$ cat src/rtl/iso_pkg.sv
// Shared constants for the ISO block: DisplayPort K-codes, the idle VB-ID value
// and the slot positions at the start of each idle-pattern period.
package iso_pkg;

   localparam logic [7:0] K_BS      = 8'hBC;
   localparam logic [7:0] K_SR      = 8'h1C;
   localparam logic [7:0] VBID_IDLE = 8'h09;

   localparam int unsigned SLOT_BS   = 32'd0;
   localparam int unsigned SLOT_VBID = 32'd1;
   localparam int unsigned SLOT_MVID = 32'd2;
   localparam int unsigned SLOT_MAUD = 32'd3;

endpackage

$ cat src/rtl/idle_pattern_gen.sv
// DisplayPort idle-pattern generator for one lane: BS/SR, VB-ID, Mvid, Maud,
// then dummy data, repeating every PERIOD symbols with SR every SR_INTERVAL periods.
module idle_pattern_gen
   import iso_pkg::*;
#(
   parameter int          PERIOD      = 8192,
   parameter int          SR_INTERVAL = 512,
   parameter logic [7:0]  DUMMY_SYM   = 8'h00
) (
   input  logic       clk,
   input  logic       rst_n,
   input  logic       idle_en,
   input  logic [7:0] mvid_lsb,
   input  logic [7:0] maud_lsb,
   output logic [7:0] idle_symbols,
   output logic       idle_control_sym_flag,
   output logic       idle_bs_pulse,
   output logic       idle_sr_pulse
);

   localparam int SYM_W = $clog2(PERIOD);
   localparam int BS_W  = (SR_INTERVAL > 1) ? $clog2(SR_INTERVAL) : 1;
   localparam logic [SYM_W-1:0] SYM_LAST = SYM_W'(PERIOD - 1);
   localparam logic [BS_W-1:0]  BS_LAST  = BS_W'(SR_INTERVAL - 1);

   logic [SYM_W-1:0] sym_cnt_r;
   logic [BS_W-1:0]  bs_cnt_r;
   logic [SYM_W-1:0] sym_cnt_nxt_s;
   logic [BS_W-1:0]  bs_cnt_nxt_s;
   logic [7:0]       sel_sym_s;
   logic             sel_flag_s;
   logic             sel_bs_s;
   logic             sel_sr_s;

   // Symbol, K-flag and pulses for the slot addressed by the current counters.
   always_comb begin
      sel_sym_s  = DUMMY_SYM;
      sel_flag_s = 1'b0;
      sel_bs_s   = 1'b0;
      sel_sr_s   = 1'b0;
      case (sym_cnt_r)
         SYM_W'(SLOT_BS): begin
            sel_flag_s = 1'b1;
            sel_bs_s   = 1'b1;
            if (bs_cnt_r == {BS_W{1'b0}}) begin
               sel_sym_s = K_SR;
               sel_sr_s  = 1'b1;
            end else begin
               sel_sym_s = K_BS;
               sel_sr_s  = 1'b0;
            end
         end
         SYM_W'(SLOT_VBID): sel_sym_s = VBID_IDLE;
         SYM_W'(SLOT_MVID): sel_sym_s = mvid_lsb;
         SYM_W'(SLOT_MAUD): sel_sym_s = maud_lsb;
         default:           sel_sym_s = DUMMY_SYM;
      endcase
   end

   // Counter advance: period position wraps at PERIOD-1 and bumps the SR interval count.
   always_comb begin
      sym_cnt_nxt_s = sym_cnt_r + SYM_W'(1);
      bs_cnt_nxt_s  = bs_cnt_r;
      if (sym_cnt_r == SYM_LAST) begin
         sym_cnt_nxt_s = {SYM_W{1'b0}};
         if (bs_cnt_r == BS_LAST) begin
            bs_cnt_nxt_s = {BS_W{1'b0}};
         end else begin
            bs_cnt_nxt_s = bs_cnt_r + BS_W'(1);
         end
      end else begin
         sym_cnt_nxt_s = sym_cnt_r + SYM_W'(1);
      end
   end

   // Registered outputs and counters; dropping idle_en aborts the period so the next start is SR.
   always_ff @(posedge clk or negedge rst_n) begin
      if (!rst_n) begin
         sym_cnt_r             <= {SYM_W{1'b0}};
         bs_cnt_r              <= {BS_W{1'b0}};
         idle_symbols          <= 8'h00;
         idle_control_sym_flag <= 1'b0;
         idle_bs_pulse         <= 1'b0;
         idle_sr_pulse         <= 1'b0;
      end else if (!idle_en) begin
         sym_cnt_r             <= {SYM_W{1'b0}};
         bs_cnt_r              <= {BS_W{1'b0}};
         idle_symbols          <= DUMMY_SYM;
         idle_control_sym_flag <= 1'b0;
         idle_bs_pulse         <= 1'b0;
         idle_sr_pulse         <= 1'b0;
      end else begin
         sym_cnt_r             <= sym_cnt_nxt_s;
         bs_cnt_r              <= bs_cnt_nxt_s;
         idle_symbols          <= sel_sym_s;
         idle_control_sym_flag <= sel_flag_s;
         idle_bs_pulse         <= sel_bs_s;
         idle_sr_pulse         <= sel_sr_s;
      end
   end

endmodule

$ cat config.mk
export PLATFORM = sky130hd
export DESIGN_NAME = idle_pattern_gen
export DESIGN_NICKNAME = d
export VERILOG_FILES = /design/src/rtl/iso_pkg.sv /design/src/rtl/idle_pattern_gen.sv
export SDC_FILE = /design/constraint.sdc
export NUM_CORES = 1
export LEC_CHECK = 0
export CORE_ASPECT_RATIO = 0.6
export CORE_MARGIN = 3
export CORE_UTILIZATION = 49
export CTS_BUF_LIST = sky130_fd_sc_hd__clkbuf_4
export CTS_CLUSTER_DIAMETER = 40
export DETAILED_ROUTE_END_ITERATION = 16
export PLACE_DENSITY = 0.86
export SKIP_CTS_REPAIR_TIMING = 1
export SKIP_LAST_GASP = 1
export SLEW_MARGIN = 20
export SYNTH_ARGS = -nofsm -noshare
export SYNTH_HDL_FRONTEND = slang
export SYNTH_SLANG_ARGS = --single-unit
$ cat constraint.sdc
create_clock -name clk -period 1.8 [get_ports clk]
set_input_delay 0.27 -clock clk [delete_from_list [all_inputs] [get_ports clk]]
set_output_delay 0.27 -clock clk [all_outputs]
set_load 0.01 [all_outputs]
Yosys cells after proc, flatten, opt, wreduce, memory -nomap -nowiden
Cells that the tools add are included.

Memories kept: 0. ROM bits: 0. Latch bits: 0. Register bits: 32. Memory bits (writable): 0. Word-level logic and storage cells: 28.

Equal/unequal tests: 6. Multiply operators: 0. Mux-type cells: 13. Add/sub/neg operators: 2. Order comparisons: 0. Reductions and logical operators: 2. Bitwise gates (word level): 0. Div/mod/pow operators: 0. Shift-type cells: 0.

Operator list (count): case mux 8 bit (4 select lines) (1); 2-to-1 mux 9 bit (3); == test 13 x 2 -> 1 bit, second input constant (2); 2-to-1 mux 13 bit (2); 2-to-1 mux 8 bit (2); adder 13 x 1 -> 13 bit, second input constant (1); == test 13 x 1 -> 1 bit, second input constant (1); == test 13 bit, second input constant (1); logical NOT 13 bit (1); adder 9 x 1 -> 9 bit, second input constant (1); == test 9 bit, second input constant (1); logical NOT 9 bit (1); 2-to-1 mux 1 bit (5); inequality test 2 x 1 -> 1 bit, second input constant (1).

Longest topological paths before layout
Gate-level depths: netlist of the first run.

Word-level depth: 4. Mapped depth: 7. Gate-level depth less buffers: 7.

Worst setup path before layout of the first run
Ideal clock, no wire load.

Path kind: register to register. From: register bs_cnt_r[0]. To: register bs_cnt_r[0]. Arrival time: 1.829 ns. Buffers on the path: 0. Period minus slack after synthesis: 1.907 ns. Setup slack: -0.107 ns. Setup time: 0.078 ns. Stages on the path, launching flop included: 8. Cells stage by stage: dfrtp_1 > ha_1 > and3_1 > and3_1 > and3_1 > ha_1 > or3_1 > a21boi_1.

Word-level cells in the longest chain between the ends: 4. Elaborated cells on any way between the ends: 5. Classes of those cells: 1 x add/sub; 1 x eq/ne; 3 x mux.

RTL lines: from (decl) (line idle_pattern_gen.sv:27) `logic [BS_W-1:0] bs_cnt_r;`; from (signal assigned) (line idle_pattern_gen.sv:80) `bs_cnt_r <= {BS_W{1'b0}};`; from (signal assigned) (line idle_pattern_gen.sv:87) `bs_cnt_r <= {BS_W{1'b0}};`; from (signal assigned) (line idle_pattern_gen.sv:94) `bs_cnt_r <= bs_cnt_nxt_s;`; adder 9 x 1 -> 9 bit or == test 9 bit (tied branches) (line idle_pattern_gen.sv:69, idle_pattern_gen.sv:66); 2-to-1 mux 9 bit * (line idle_pattern_gen.sv:66) `if (bs_cnt_r == BS_LAST) begin`; 2-to-1 mux 9 bit * (line idle_pattern_gen.sv:64) `if (sym_cnt_r == SYM_LAST) begin`; 2-to-1 mux 9 bit * (line idle_pattern_gen.sv:85) `end else if (!idle_en) begin`.

Mark *: on every way between the ends. The rest lies on a longest branch, timed or not. The select of a mux whose other input is x is not followed. A chain may end at the register's enable or synchronous reset.

Worst setup path after layout of the first run
Same ends and word-level chain as after synthesis.

==> key figures, run 1 <==
Global routing
  – First-pass GRT wire length: 6800 um
  – GRT overflow: 0
  – Initial antenna violation count: 0
  – Largest net degree at the start of global routing: 33
  – GRT Util Overall: 0.219
  – Number of global-route vias before repair: about 1400

Route
  – Post-Route WL: roughly 4300 um
  – Vias per cell: roughly 5.8
  – Drt drc: 0
  – Drt wl/cell: 16.4 um
  – Detail Route Antenna Nets: 0
  – Drt first pass iters: 6
  – Starting DRC count in detailed routing: around 120
  – Vias: about 1500

Setup path
  – Kind of critical path: reg2reg
  – Critical path peak fanout: 6
  – Worst setup EP type: flip-flop
  – Req. time, crit path: ~2100 ps
  – Critical path launch point type: flip-flop
  – Worst EP arrival: 2160 ps

Logic synthesis
  – List of most frequent post-synthesis cells: 32 x dfrtp_1, 20 x nor2_1, 12 x nand2_1, 8 x inv_1
  – Top-area cell type share of the netlist area: 0.487
  – Syn Nets: 190
  – Mapped cell area: 0.00165 mm2
  – Synth top area cells: dfrtp_1 49%, ha_1 5.3%, nor2_1 4.6%
  – Most frequent cell after synthesis: dfrtp_1
  – Post-synth ARST share: 1.00
  – Number of synthesized flops with an enable pin: 0
  – Yosys cell types: 34
  – Syn Area/Cell: around 10 um2
  – Sequential area share after synthesis: 0.487
  – Cells after Synth: approximately 160
  – Largest area contributor in the netlist: dfrtp_1
  – Synth warnings: 0
  – Ys flop type: dfrtp_1
  – #FFs+latches synth: 32

Placed design
  – Post-DP Area: about 0.0021 mm2
  – GPL Wtd Cong: 0.952
  – Cells after DPL: between 200 and 250
  – IO buf count: 29
  – Post-DP HPWL: approximately 3000 um

Pwr
  – PwrDens: around 670 mW/mm2
  – Design Power: between 1.5 and 2 mW
  – Leak: between 1 and 1.5 nW
  – Peak VDD IR: 0.000573 V

Timing
  – Slew @ Worst Pin: around 400 ps
  – RSZ-0062 raised after global routing: yes
  – Slew HR: 0.739
  – Setup Skew: 19.7 ps
  – Final worst setup slack: -81.0 ps
  – Final-report setup violation count: 5
  – Min Tclk post-route: 1880 ps
  – Slew Limit Fails: 0
  – Period utilization: 1.04
  – Top achievable clock speed: roughly 0.53 GHz
  – Hold Violations, Final: 0

Clocking
  – Worst-Skew Late Latency: ~350 ps
  – Clk buf depth: 2
  – Num CTS Buffers: 5
  – Htree depth: 2
  – Root Buffer: clkbuf_4
  – Clock-pin transition on the worst setup and hold timing paths: around 110 ps
  – CTS tree: built
  – Sink Count: 32

Hold path
  – Hold Crit Class: in2async

Final layout
  – Final core utilization: 0.753
  – Antenna Cells: 0
  – Share of layout cells above drive strength 1: 0.217
  – Final non-filler cell total: approximately 260
  – Multi-input logic area: around 860 um2
  – Storage element area: between 800 and 900 um2
  – Post-route cell area: approximately 0.0023 mm2
  – Filler cell count: between 200 and 250
  – Layout area overhead: 39.2%
  – # nets final: 242

Floorplan
  – Die width: just over 80 um
  – Initial core utilization: 0.541
  – Die area: roughly 0.004 mm2
  – FP Rows: 15
  – IO Pins: 30
  – Core Region: roughly 0.0030 mm2
  – Die Y-Extent: just over 50 um

Flow run
  – Max_cap viols: 0

Run status
  – Status: complete, but fails checks
  – Failing checks: negative setup slack
==> layout make-up <==
class	instances	share of cell area
Sequential cell	32	0.350
Multi-Input combinational cell	117	0.375
Tap cell	42	0.0230
Timing Repair Buffer	52	0.204
Inverter	8	0.0131
Clock buffer	6	0.0197
Clock inverter	2	0.0153
==> cell families (layout without fill, tap and decap cells) <==
group,count (synthesis),in the layout,synth area share
AOI/OAI and AO/OA,27,27,0.122
xor gates and xnor gates,11,11,0.0586
adders and majority gates,7,7,0.0532
buffers and inverters,15,68,0.0373
DFF,32,32,0.487
and+or+nand+nor,72,72,0.243
==> power breakdown <==
group | internal, mW | switching, mW | total [mW]
clock network | 0.306 | 0.257 | 0.564
logic | 0.118 | 0.0988 | 0.217
registers | 0.742 | 0.0117 | 0.754
total | 1.17 | 0.368 | 1.53
==> worst max-delay path, stage by stage (launching register included) <==
cell and delay, ps:
dfrtp_1 410, ha_2 200, and3_4 180, and3_4 150, and3_4 180, ha_4 170
or3_1 360, a21boi_1 160
==> path summary, 6_finish.rpt <==
check	startpoint	to	slack [ps]	depth (start not counted)
worst min-delay path	rst_n	idle_symbols[5]	300	2
worst max register to register	bs_cnt_r[0]	bs_cnt_r[0]	-80	7
worst max-delay path	bs_cnt_r[0]	bs_cnt_r[0]	-80	7
max in group asynchronous	rst_n	sym_cnt_r[0]	1190	2
min in group clk	mvid_lsb[3]	idle_symbols[3]	460	3
worst min register to register	sym_cnt_r[0]	sym_cnt_r[0]	610	2
==> layer usage <==
layer / global-route usage / part of all wire
met2: 0.347 / 0.45
met5: 0 / 0
met1: 0.289 / 0.44
met3: 0.0581 / 0.095
met4: 0.0843 / 0.018
==> cell usage in the layout (no fill, tap or decap), types with 2 or more instances in the layout <==
cell type        instances
nor2_1                  19
nor4_1                   4
and3b_1                  3
clkbuf_4                 6
nand4_1                  3
xnor2_1                  6
nand2_1                 11
nor4b_1                  3
clkdlybuf4s50_1         29
and3_4                   3
nand3_1                  7
buf_4                   22
a221oi_1                 3
inv_1                    8
ha_1                     4
a21boi_1                 2
a22oi_1                  4
and2_1                   3
xor2_1                   5
dfrtp_1                 31
nor3_1                   2
and3_1                   2
a32o_2                   2
a32o_1                   4
a21oi_1                  3
ha_4                     2
o21ai_0                  4
==> sequential cells by signal, indices dropped and copies added (netlist names) <==
register	flops
idle_sr_pulse	1
idle_symbols	8
sym_cnt_r	13
idle_bs_pulse	1
bs_cnt_r	9
==> through the flow <==
stage	setup slack, ps	setup TNS (ps)	hold slack [ps]
after global routing	-111	-476	323
after CTS	-162	-989	318
final	-81.0	-182	299
after detailed placement	-113	-793	589
after global placement	-1.04	-3.11	555
after floorplan	4.52	0	-25.6
Note: power is estimated with default switching activity, not from simulation.
==> inputs of run 2 (changes only) <==
--- a/config.mk
+++ b/config.mk
@@ -7,11 +7,11 @@
 export LEC_CHECK = 0
 export CORE_ASPECT_RATIO = 0.6
 export CORE_MARGIN = 3
-export CORE_UTILIZATION = 49
+export CORE_UTILIZATION = 54
 export CTS_BUF_LIST = sky130_fd_sc_hd__clkbuf_4
 export CTS_CLUSTER_DIAMETER = 40
 export DETAILED_ROUTE_END_ITERATION = 16
-export PLACE_DENSITY = 0.86
+export PLACE_DENSITY = 0.9
 export SKIP_CTS_REPAIR_TIMING = 1
 export SKIP_LAST_GASP = 1
 export SLEW_MARGIN = 20
==> constraint.sdc (replaced) <==
create_clock -name clk -period 2 [get_ports clk]
set_input_delay 0.3 -clock clk [delete_from_list [all_inputs] [get_ports clk]]
set_output_delay 0.3 -clock clk [all_outputs]
set_load 0.01 [all_outputs]
==> key figures, run 2 (synthesis gave the netlist of run 1 again) <==
Timing
  – Hold Violations, Final: 0 (unchanged)
  – Min Tclk post-route: 1940 ps (was 1880 ps)
  – Slew Limit Fails: 0 (unchanged)
  – Top achievable clock speed: 0.516 GHz (was 0.532 GHz)
  – Slew @ Worst Pin: 437 ps (was 392 ps)
  – Setup Skew: 12.7 ps (was 19.7 ps)
  – Min Hold Slack: 352 ps (was 299 ps)
  – Final-report setup violation count: 0 (was 5)
  – Period utilization: 0.968 (was 1.04)
  – Slew HR: 0.706 (was 0.739)

Clocking
  – Worst-Skew Late Latency: 350 ps (about the same)
  – Sink Count: 32 (unchanged)
  – Htree depth: 2 (unchanged)
  – Clock-pin transition on the worst setup and hold timing paths: 110 ps (about the same)
  – Num CTS Buffers: 5 (unchanged)
  – Root Buffer: clkbuf_4 (unchanged)
  – CTS tree: built (unchanged)
  – Clk buf depth: 2 (unchanged)

Route
  – Post-Route WL: 4130 um (was 4260 um)
  – Detail Route Antenna Nets: 0 (unchanged)
  – Drt wl/cell: 16.6 um (was 16.4 um)
  – Drt drc: 0 (unchanged)
  – Drt first pass iters: 4 (was 6)
  – Vias per cell: 5.94 (was 5.78)
  – Vias: 1473 (was 1496)
  – Starting DRC count in detailed routing: 137 (was 117)

Pwr
  – Combinational share of power: 0.153 (was 0.141)
  – Psw: 324 uW (was 368 uW)
  – Sequential power share: 0.555 (was 0.491)
  – Clock share of power: 0.292 (was 0.367)
  – Power Internal: 897 uW (was 1.17 mW)
  – Peak VDD IR: 0.000491 V (was 0.000573 V)
  – Leak: 0.933 nW (was 1.00 nW)
  – PwrDens: 572 mW/mm2 (was 670 mW/mm2)
  – Switching share of total power: 0.265 (was 0.240)

Final layout
  – Share of layout cells above drive strength 1: 0.125 (was 0.217)
  – # nets final: 233 (was 242)
  – Max reg flops: 13 (unchanged)
  – Antenna Cells: 0 (unchanged)
  – Most frequent cells in the layout: 32 x dfrtp_1, 29 x clkdlybuf4s50_1, 19 x nor2_1 (was 31 x dfrtp_1, 29 x clkdlybuf4s50_1, 22 x buf_4)
  – Layout area overhead: 29.8% (was 39.2%)
  – Filler cell count: 182 (was 216)
  – Top Registers: sym_cnt_r x13, bs_cnt_r x9, idle_symbols x8 (unchanged)
  – Most flops, register: sym_cnt_r (unchanged)
  – Final non-filler cell total: 248 (was 259)
  – Most common cell after layout, fill and taps aside: dfrtp_1 (unchanged)
  – Final core utilization: 0.792 (was 0.753)

Setup path
  – Critical path peak fanout: 9 (was 6)
  – Worst-path cell chain: ha_1 -> and3_4 -> and3_4 -> and3_1 -> ha_4 -> or3_1 -> a21boi_1 (was ha_2 -> and3_4 -> and3_4 -> and3_4 -> ha_4 -> or3_1 -> a21boi_1)
  – Kind of critical path: reg2reg (unchanged)
  – Critical path launch point type: flip-flop (unchanged)
  – Worst EP arrival: 2220 ps (was 2160 ps)
  – Worst setup EP type: flip-flop (unchanged)
  – Req. time, crit path: 2280 ps (was 2080 ps)
  – Slowest CP cell: dfrtp_1 (unchanged)
  – Most frequent CP cell: and3_4 (unchanged)
  – Max incr delay on CP: 400 ps (was 410 ps)

Floorplan
  – Die area: 0.00377 mm2 (was 0.00411 mm2)
  – Die Y-Extent: 48.8 um (was 50.9 um)
  – Die width: 77.3 um (was 80.8 um)
  – Core Region: 0.00270 mm2 (was 0.00304 mm2)
  – Initial core utilization: 0.610 (was 0.541)
  – FP Rows: 14 (was 15)
  – IO Pins: 30 (unchanged)

Global routing
  – Number of global-route vias before repair: 1451 (was 1441)
  – GRT overflow: 0 (unchanged)
  – Largest net degree at the start of global routing: 33 (unchanged)
  – GRT Util Overall: 0.228 (was 0.219)
  – Initial antenna violation count: 0 (unchanged)
  – First-pass GRT wire length: 6740 um (was 6800 um)

Hold path
  – Hold Crit Class: in2async (unchanged)

Placed design
  – GPL Wtd Cong: 0.888 (was 0.952)
  – IO buf count: 29 (unchanged)
  – Cells after DPL: 239 (was 247)
  – Post-DP HPWL: 2960 um (was 2950 um)

Run status
  – Status: complete, no violations (was complete, but fails checks)

Flow run
  – Max_cap viols: 0 (unchanged)
[run 2: cell count changes in the layout (fill, tap and decap cells not counted), moves of 2 or more]
cell | before | now
a32o_2 | 2 | 0
o21ai_0 | 4 | 6
ha_1 | 4 | 6
a32o_1 | 4 | 6
buf_4 | 22 | 14
[run 2: cell type report]
| type | count | area, um2 | share of cell area |
|---|---|---|---|
| inverters | 8 | 30.0 | 0.0141 |
| well taps | 40 | 50.0 | 0.0234 |
| clock buffers | 5 | 37.5 | 0.0176 |
| flip-flops and latches | 32 | 801 | 0.375 |
| clock inverters | 3 | 13.8 | 0.00644 |
| multi-input cells | 117 | 808 | 0.378 |
| repair buffers | 43 | 395 | 0.185 |
[run 2: power groups by stage]
stage	Sequential, mW	Combinational, mW	Clock [mW]
finish	0.678	0.186	0.357
global route	0.681	0.201	0.393
CTS	0.678	0.187	0.356
detailed placement	0.691	0.185	0
global placement	0.689	0.179	0
floorplan	0.699	0.0646	0
[run 2: worst max-delay path: cells and delay by family, from the launching register on]
kind	cells	cell delay (ps)
AND/OR/NAND/NOR	4	920
adder cells (fa/ha/maj)	2	420
AO/OA/AOI/OAI	1	120
flip-flops	1	400
[run 2: worst paths after layout]
kind | from | end | slack, ps | depth (start not counted)
max reg2reg | bs_cnt_r[0] | bs_cnt_r[0] | 60 | 7
min in group clk | mvid_lsb[3] | idle_symbols[3] | 520 | 3
min reg2reg | sym_cnt_r[7] | sym_cnt_r[7] | 600 | 2
max in group asynchronous | rst_n | sym_cnt_r[4] | 1350 | 2
min | rst_n | idle_symbols[5] | 350 | 2
max | bs_cnt_r[0] | bs_cnt_r[0] | 60 | 7
[run 2: routing by layer]
layer / wire [um] / track usage / vias up / share of wire
met5: 0 / 0 / - / 0
met4: 105 / 0.109 / 0 / 0.025
met3: 368 / 0.0667 / 16 / 0.089
met2: 1980 / 0.371 / 74 / 0.48
met1: 1680 / 0.280 / 704 / 0.41
li1: - / - / 679 / -
[run 2: through the flow]
step,setup WS [ps],power (mW),setup TNS (ps),instance area [um2]
2_1_floorplan,93.4,0.764,0,1650
3_3_place_gp,48.7,0.869,0,2050
3_5_place_dp,-57.1,0.876,-296,2050
4_1_cts,-119,1.22,-733,2100
5_1_grt,-2.13,1.27,-2.13,2140
6_report,63.6,1.22,0,2140
